`config.mk`:
```
export PLATFORM = sky130hd
export DESIGN_NAME = m216a_mmd_div
export DESIGN_NICKNAME = d
export VERILOG_FILES = /design/src/rtl/m216a_mmd_div.sv
export SDC_FILE = /design/constraint.sdc
export NUM_CORES = 1
export LEC_CHECK = 0
export BUFFER_PORTS_ARGS = -buffer_cell sky130_fd_sc_hd__buf_2
export CORE_MARGIN = 4
export CORE_UTILIZATION = 30
export DETAILED_ROUTE_END_ITERATION = 12
export GPL_ROUTABILITY_DRIVEN = 0
export PLACE_DENSITY_LB_ADDON = 0.15
export SYNTH_ARGS = -nofsm -noshare
export SYNTH_HDL_FRONTEND = slang
export SYNTH_SLANG_ARGS = --single-unit
```
`constraint.sdc`:
```
create_clock -name clk -period 2.6 [get_ports clk]
set_clock_uncertainty 0.2 [all_clocks]
set_input_delay 0.26 -clock clk [delete_from_list [all_inputs] [get_ports clk]]
set_output_delay 0.26 -clock clk [all_outputs]
set_load 0.02 [all_outputs]
```
`src/rtl/m216a_mmd_div.sv`:
```
// Multi-modulus clock divider: each period runs for a ratio taken from the upstream
// modulator, producing a divided clock plus request and period-end strobes.
module m216a_mmd_div #(
    parameter int N_MIN = 2
) (
    input  logic       clk,
    input  logic       rst_n,
    input  logic       en,
    input  logic [3:0] div_in,
    input  logic       clr_err,
    output logic       div_req,
    output logic       div_pulse,
    output logic       div_clk,
    output logic [3:0] ratio_q,
    output logic       range_err
);

    // state | meaning
    // IDLE  | stopped, outputs low, waiting for en
    // RUN   | counting down the current divide period
    localparam logic       IDLE = 1'b0;
    localparam logic       RUN  = 1'b1;
    localparam logic [3:0] N_MIN_C = 4'(N_MIN);

    logic       state_q,     state_d;
    logic [3:0] cnt_q,       cnt_d;
    logic [3:0] ratio_d;
    logic       range_err_q, range_err_d;
    logic       div_clk_q,   div_clk_d;
    logic       div_req_q,   div_req_d;
    logic       div_pulse_q, div_pulse_d;

    logic       under_min;
    logic [3:0] eff_n;
    logic       load;
    logic [4:0] half_up;

    assign under_min = (div_in < N_MIN_C);
    assign eff_n     = under_min ? N_MIN_C : div_in;

    always_comb begin
        state_d     = state_q;
        cnt_d       = cnt_q;
        ratio_d     = ratio_q;
        div_req_d   = 1'b0;
        div_pulse_d = 1'b0;
        load        = 1'b0;

        case (state_q)
            IDLE: begin
                cnt_d = 4'd0;
                if (en) begin
                    load = 1'b1;
                end
            end
            RUN: begin
                if (cnt_q != 4'd0) begin
                    cnt_d = cnt_q - 4'd1;
                end else if (en) begin
                    load        = 1'b1;
                    div_pulse_d = 1'b1;
                end else begin
                    // Period finished with en low: close it out without consuming a ratio.
                    state_d     = IDLE;
                    cnt_d       = 4'd0;
                    div_pulse_d = 1'b1;
                end
            end
            default: begin
                state_d = IDLE;
                cnt_d   = 4'd0;
            end
        endcase

        if (load) begin
            state_d   = RUN;
            ratio_d   = eff_n;
            cnt_d     = eff_n - 4'd1;
            div_req_d = 1'b1;
        end

        // High while the remaining count covers the first floor(N/2) cycles.
        half_up   = (5'(ratio_d) + 5'd1) >> 1;
        div_clk_d = (state_d == RUN) && (5'(cnt_d) >= half_up);

        if (load && under_min) begin
            range_err_d = 1'b1;
        end else if (clr_err) begin
            range_err_d = 1'b0;
        end else begin
            range_err_d = range_err_q;
        end
    end

    always_ff @(posedge clk or negedge rst_n) begin
        if (!rst_n) begin
            state_q     <= IDLE;
            cnt_q       <= 4'd0;
            ratio_q     <= 4'd0;
            range_err_q <= 1'b0;
            div_clk_q   <= 1'b0;
            div_req_q   <= 1'b0;
            div_pulse_q <= 1'b0;
        end else begin
            state_q     <= state_d;
            cnt_q       <= cnt_d;
            ratio_q     <= ratio_d;
            range_err_q <= range_err_d;
            div_clk_q   <= div_clk_d;
            div_req_q   <= div_req_d;
            div_pulse_q <= div_pulse_d;
        end
    end

    assign div_req   = div_req_q;
    assign div_pulse = div_pulse_q;
    assign div_clk   = div_clk_q;
    assign range_err = range_err_q;

endmodule

```
After elaboration in Yosys (flattened, before gate mapping) --
Index checks and enable logic that the tools add are counted.
Storage, ports and cells: memory bits (writable) 0, memories 0, output and inout port bits 8, logic and storage cells 34, register bits 13, input bits 8, memory bits (read-only) 0, bits in latches 0
Operators by class: shifts and indexed selects 0, reduce and logical (&&, ||, !) cells 4, add/sub/neg operators 3, magnitude comparators 2, divide/modulo/power cells 0, eq/ne operators 0, bitwise operators 1, multipliers 0, muxes and demuxes 17
Operators by type and width (count):
- $mux 4 | 5
- $mux 1 | 10
- $pmux 4 s2 | 1
- $sub 4x1->4 const B | 2
- $add 4x1->5 const B | 1
- $ge 4x4->1 | 1
- $lt 4x2->1 const B | 1
- $reduce_bool 4->1 | 1
- $logic_and 1x1->1 | 2
- $pmux 1 s2 | 1
- $reduce_bool 2->1 | 1
- $not 1->1 | 1

Logic depth before layout (Yosys ltp) --
word-level depth 7, depth in mapped cells 13

Least setup slack after synthesis --
OpenSTA, ideal clock, no wires.
path kind register to register, start point register cnt_q[0], end point register div_clk_q, in the netlist div_clk, required time 2.281 ns, stages on the path, launching flop included 14, arrival time 2.276 ns, setup slack 0.005 ns, clock period less this slack 2.595 ns, path through dfrtp_1 > inv_1 > ha_1 > nor3b_2 > o21ai_2 > buf_2 > nand2_1 > o21ai_1 > ha_1 > ha_1 > nand2b_1 > a21oi_1 > o21ai_0 > and2_1
On the way: longest elaborated chain between the ends 7
Ends and longest elaborated chain:
- from (decl) | line 26 | logic [3:0] cnt_q, cnt_d;
- from (signal assigned) | line 106 | cnt_q <= cnt_d;
- $reduce_bool 4->1 | line 57 | if (cnt_q != 4'd0) begin
- $mux 1 | line 57
- $pmux 1 s2 | line 49 | case (state_q)
- $mux 4 | line 75 | if (load) begin
- net ratio_d[1] | line 27 | logic [3:0] ratio_d;
- $add 4x1->5 | line 83 | half_up = (5'(ratio_d) + 5'd1) >> 1;
- $ge 4x4->1 | line 84 | div_clk_d = (state_d == RUN) && (5'(cnt_d) >= half_up);
- $logic_and 1x1->1 | line 84
- net div_clk_d | line 29 | logic div_clk_q, div_clk_d;
- to (signal assigned) | line 109 | div_clk_q <= div_clk_d;
- to (decl) | line 29
The timed path passes the listed nets, and every way through them passes these cells. A chain may end at the register's enable or synchronous reset.

Final worst setup path --
Ends and elaborated chain as after synthesis.

==> results by group <==
Place
  • IO Port Bufs: 15
  • Final HPWL DP: ~1200 um
  • Post-place setup slack: about 0.0043 ns

Clock network
  • Clock sinks: 13
  • Clock latency on the worst-skew pair: between 0.2 and 0.3 ns
  • H-tree depth: 1
  • CTS tree: built
  • Clock transition at path regs: around 0.090 ns
  • Clk root buf: clkbuf_4
  • Max clock buf depth: 2
  • CTS Buf Count: 3

Power
  • Comb pwr share: 0.638
  • Leakage: 0.483 nW
  • Pwr dens: roughly 1400 nW/um^2
  • Sequential share of power: 0.268
  • VDD IR max: 0.687 mV
  • Sw Ratio: 0.431
  • NetSw: 0.590 mW
  • Clock power share: 0.094
  • Pint: approximately 0.78 mW
  • Power, Total: 1.37 mW

Yosys
  • Register area share after synthesis: 0.438
  • Unique masters post-synth: 27
  • Yosys reg bits: 13
  • Avg Inst Size Synth: 10.2 um^2
  • Synth Cell Area: around 740 um^2
  • Cells after Synth: 73
  • Syn_nets: 89
  • Synth warnings: 0

Worst setup path
  • R2R Path End: div_clk$_DFF_PN0_
  • Reg2reg path depth: 11
  • Critical path class: reg -> reg
  • Critical path's largest stage delay: between 0.3 and 0.4 ns
  • Max Fanout on Critical Path: 6
  • Worst setup SP type: flip-flop
  • Slowest stage cell on the critical path: dfrtp_1
  • FF-to-FF setup slack: between 0.09 and 0.1 ns
  • Reg2reg start: cnt_q[0]$_DFF_PN0_
  • CP cell instances: inv_2 > ha_4 > nor3b_4 > o21ai_4 > buf_6 > mux2_4 > xnor2_2 > ha_1 > a21oi_2 > o21ai_1 > and2_1
  • Critical Path RT: between 2 and 3 ns
  • Worst Path Arrival: between 2 and 2.5 ns
  • Setup crit end kind: flip-flop

Hold path
  • Worst Hold Launch: div_in[3]
  • Hold Path Class: in -> reg
  • Hold depth: 2
  • Hold endpoint: ratio_q[3]$_DFF_PN0_

Floorplan
  • Io pins: 16
  • Core area: between 2000 and 2500 um^2
  • DIE WIDTH: a little under 60 um
  • Cell Rows: 17
  • Initial Util: 0.327
  • Die Height: approximately 58 um
  • Die area: roughly 3300 um^2

Global route
  • Grt ovf: 0
  • Antenna violations before repair: 0
  • First-pass GRT wire length: between 2000 and 3000 um
  • Vias in the first global route: between 600 and 700
  • GRT Total Usage: 0.109
  • Largest net degree at the start of global routing: 14

Routing
  • Vias/cell: approximately 4.7
  • Post-Route M1 WL: slightly below 800 um
  • DRC errors left: 0
  • Post-route ant nets: 0
  • Starting DRT DRC Count: 0
  • Met3 WL post-DR: 79 um
  • Via count: between 600 and 700
  • Met2 wire len: approximately 760 um
  • Drt first pass iters: 1
  • Max Used Layer: met4
  • Routed WL per cell: around 13 um
  • Total Wirelength: roughly 1700 um

Finish
  • Diodes inserted: 0
  • Total Nets Final: about 120
  • FF/Latch Area: between 300 and 400 um^2
  • Syn-to-layout area delta: 34.5%
  • Layout filler cell count: 211
  • Multi-input gate area: about 430 um^2
  • Share of layout cells above drive strength 1: 0.386

STA
  • RSZ-0062 raised after global routing: yes
  • Slew @ Worst Pin: just over 0.3 ns
  • Max Slew Vio Count: 0
  • Crit share post-route: 0.963
  • Final WS setup: between 0.09 and 0.1 ns
  • Maximum clock frequency: roughly 0.4 GHz
  • Max-slew headroom: 0.796
  • Tmin final: 2.50 ns
  • Final setup fails: 0
  • Hold Fails Final Rpt: 0

Outcome
  • Outcome: completed

Job
  • Max_cap viols: 0
==> cells in the mapped netlist, drive strengths merged <==
master / instances / area share
nor2: 4 / 0.020
nand3: 3 / 0.020
o22ai: 3 / 0.025
xnor2: 4 / 0.057
and2: 2 / 0.017
nand2b: 3 / 0.025
and3: 1 / 0.0084
nor3b: 1 / 0.017
nand3b: 1 / 0.010
buf: 1 / 0.0067
dfrtp: 13 / 0.44
or3: 2 / 0.017
o21a: 1 / 0.010
xor2: 1 / 0.012
nand2: 5 / 0.025
o21ai: 7 / 0.052
nor3: 1 / 0.0067
o31ai: 1 / 0.010
inv: 5 / 0.025
mux2: 2 / 0.035
a21oi: 4 / 0.027
ha: 8 / 0.13
==> how the worst max path moves through the flow <==
stage	from	to	slack, ns	cells past startpoint
after floorplan	cnt_q[0]$_DFF_PN0_	div_clk$_DFF_PN0_	0.005	13
after global placement	cnt_q[0]$_DFF_PN0_	div_clk$_DFF_PN0_	-0.02	11
after detailed placement	cnt_q[0]$_DFF_PN0_	div_clk$_DFF_PN0_	0.004	12
after CTS	cnt_q[0]$_DFF_PN0_	div_clk$_DFF_PN0_	0.02	12
after global routing	cnt_q[0]$_DFF_PN0_	div_clk$_DFF_PN0_	-0.04	12
final	cnt_q[0]$_DFF_PN0_	div_clk$_DFF_PN0_	0.1	11
==> registers in the layout (all words and copies together) (netlist names) <==
name and cells:
cnt_q 4, ratio_q 4, div_clk 1, div_pulse 1, div_req 1, range_err 1
state_q 1
==> repair_timing <==
| item | CTS | global route |
|---|---|---|
| pin swaps | 1 | 6 |
| gates resized for setup | 3 | 9 |
| endpoints found under the setup margin | 1 | 1 |
| buffers inserted | 1 | 4 |
| endpoints found under the hold margin | 14 | 0 |
| hold buffers | 2 | 0 |
==> stage by stage <==
step	util	setup TNS, ns	cells	hold WS, ns	cell area [um^2]
after floorplan	-	0	73	-0.236	743
after global placement	0.383	-0.0177	118	-0.0303	871
after detailed placement	0.383	0	118	-0.0295	871
after CTS	0.415	0	125	0.0639	943
after global routing	0.439	-0.0442	129	0.0957	1000
final	0.439	0	129	0.0779	1000
==> cells in the final DEF (no fill, tap or decap), drive strengths merged, types with 3 or more instances in the layout <==
cell,n
o21ai,7
nand2,5
xnor2,4
a21oi,4
nand3,3
clkbuf,3
ha,8
o22ai,3
nor2,4
buf,23
nand2b,3
inv,5
dfrtp,13
==> logic make-up after synthesis <==
logic type               count (synthesis)  synth area share
AND/OR/NAND/NOR                         23             0.167
flip-flops                              13             0.438
XOR/XNOR                                 5            0.0690
multiplexers                             2            0.0353
buffers and inverters                    6            0.0320
AO/OA/AOI/OAI                           16             0.125
adder cells (fa/ha/maj)                  8             0.135
==> power by group through the flow <==
stage                     sequential [mW]  combinational (mW)  clock, mW
after floorplan                     0.421               0.457          0
after detailed placement            0.362               0.732          0
after global routing                0.380               0.987      0.143
final                               0.367               0.873      0.129
after global placement              0.361               0.726          0
after CTS                           0.363               0.770      0.137
==> per-layer routing <==
metal,vias up,track usage
li1,309,-
met1,276,0.134
met2,12,0.163
met3,7,0.0290
met4,0,0.0795
met5,-,0
==> critical path, delay by kind of cell, from the launching register on <==
kind | cells | cell delay [ns]
XOR/XNOR | 1 | 0.14
flip-flops | 1 | 0.39
AO/OA/AOI/OAI | 3 | 0.32
buffers and inverters | 2 | 0.22
multiplexers | 1 | 0.31
AND/OR/NAND/NOR | 2 | 0.39
adder cells (fa/ha/maj) | 2 | 0.43
==> layout make-up <==
cell class | count | share of cell area
tap | 28 | 0.0350
multi-input combinational | 54 | 0.434
timing repair buffer | 25 | 0.159
inverter | 5 | 0.0188
sequential | 13 | 0.325
clock inverter | 1 | 0.00501
clock buffer | 3 | 0.0225
(Power assumes the default switching activity.)
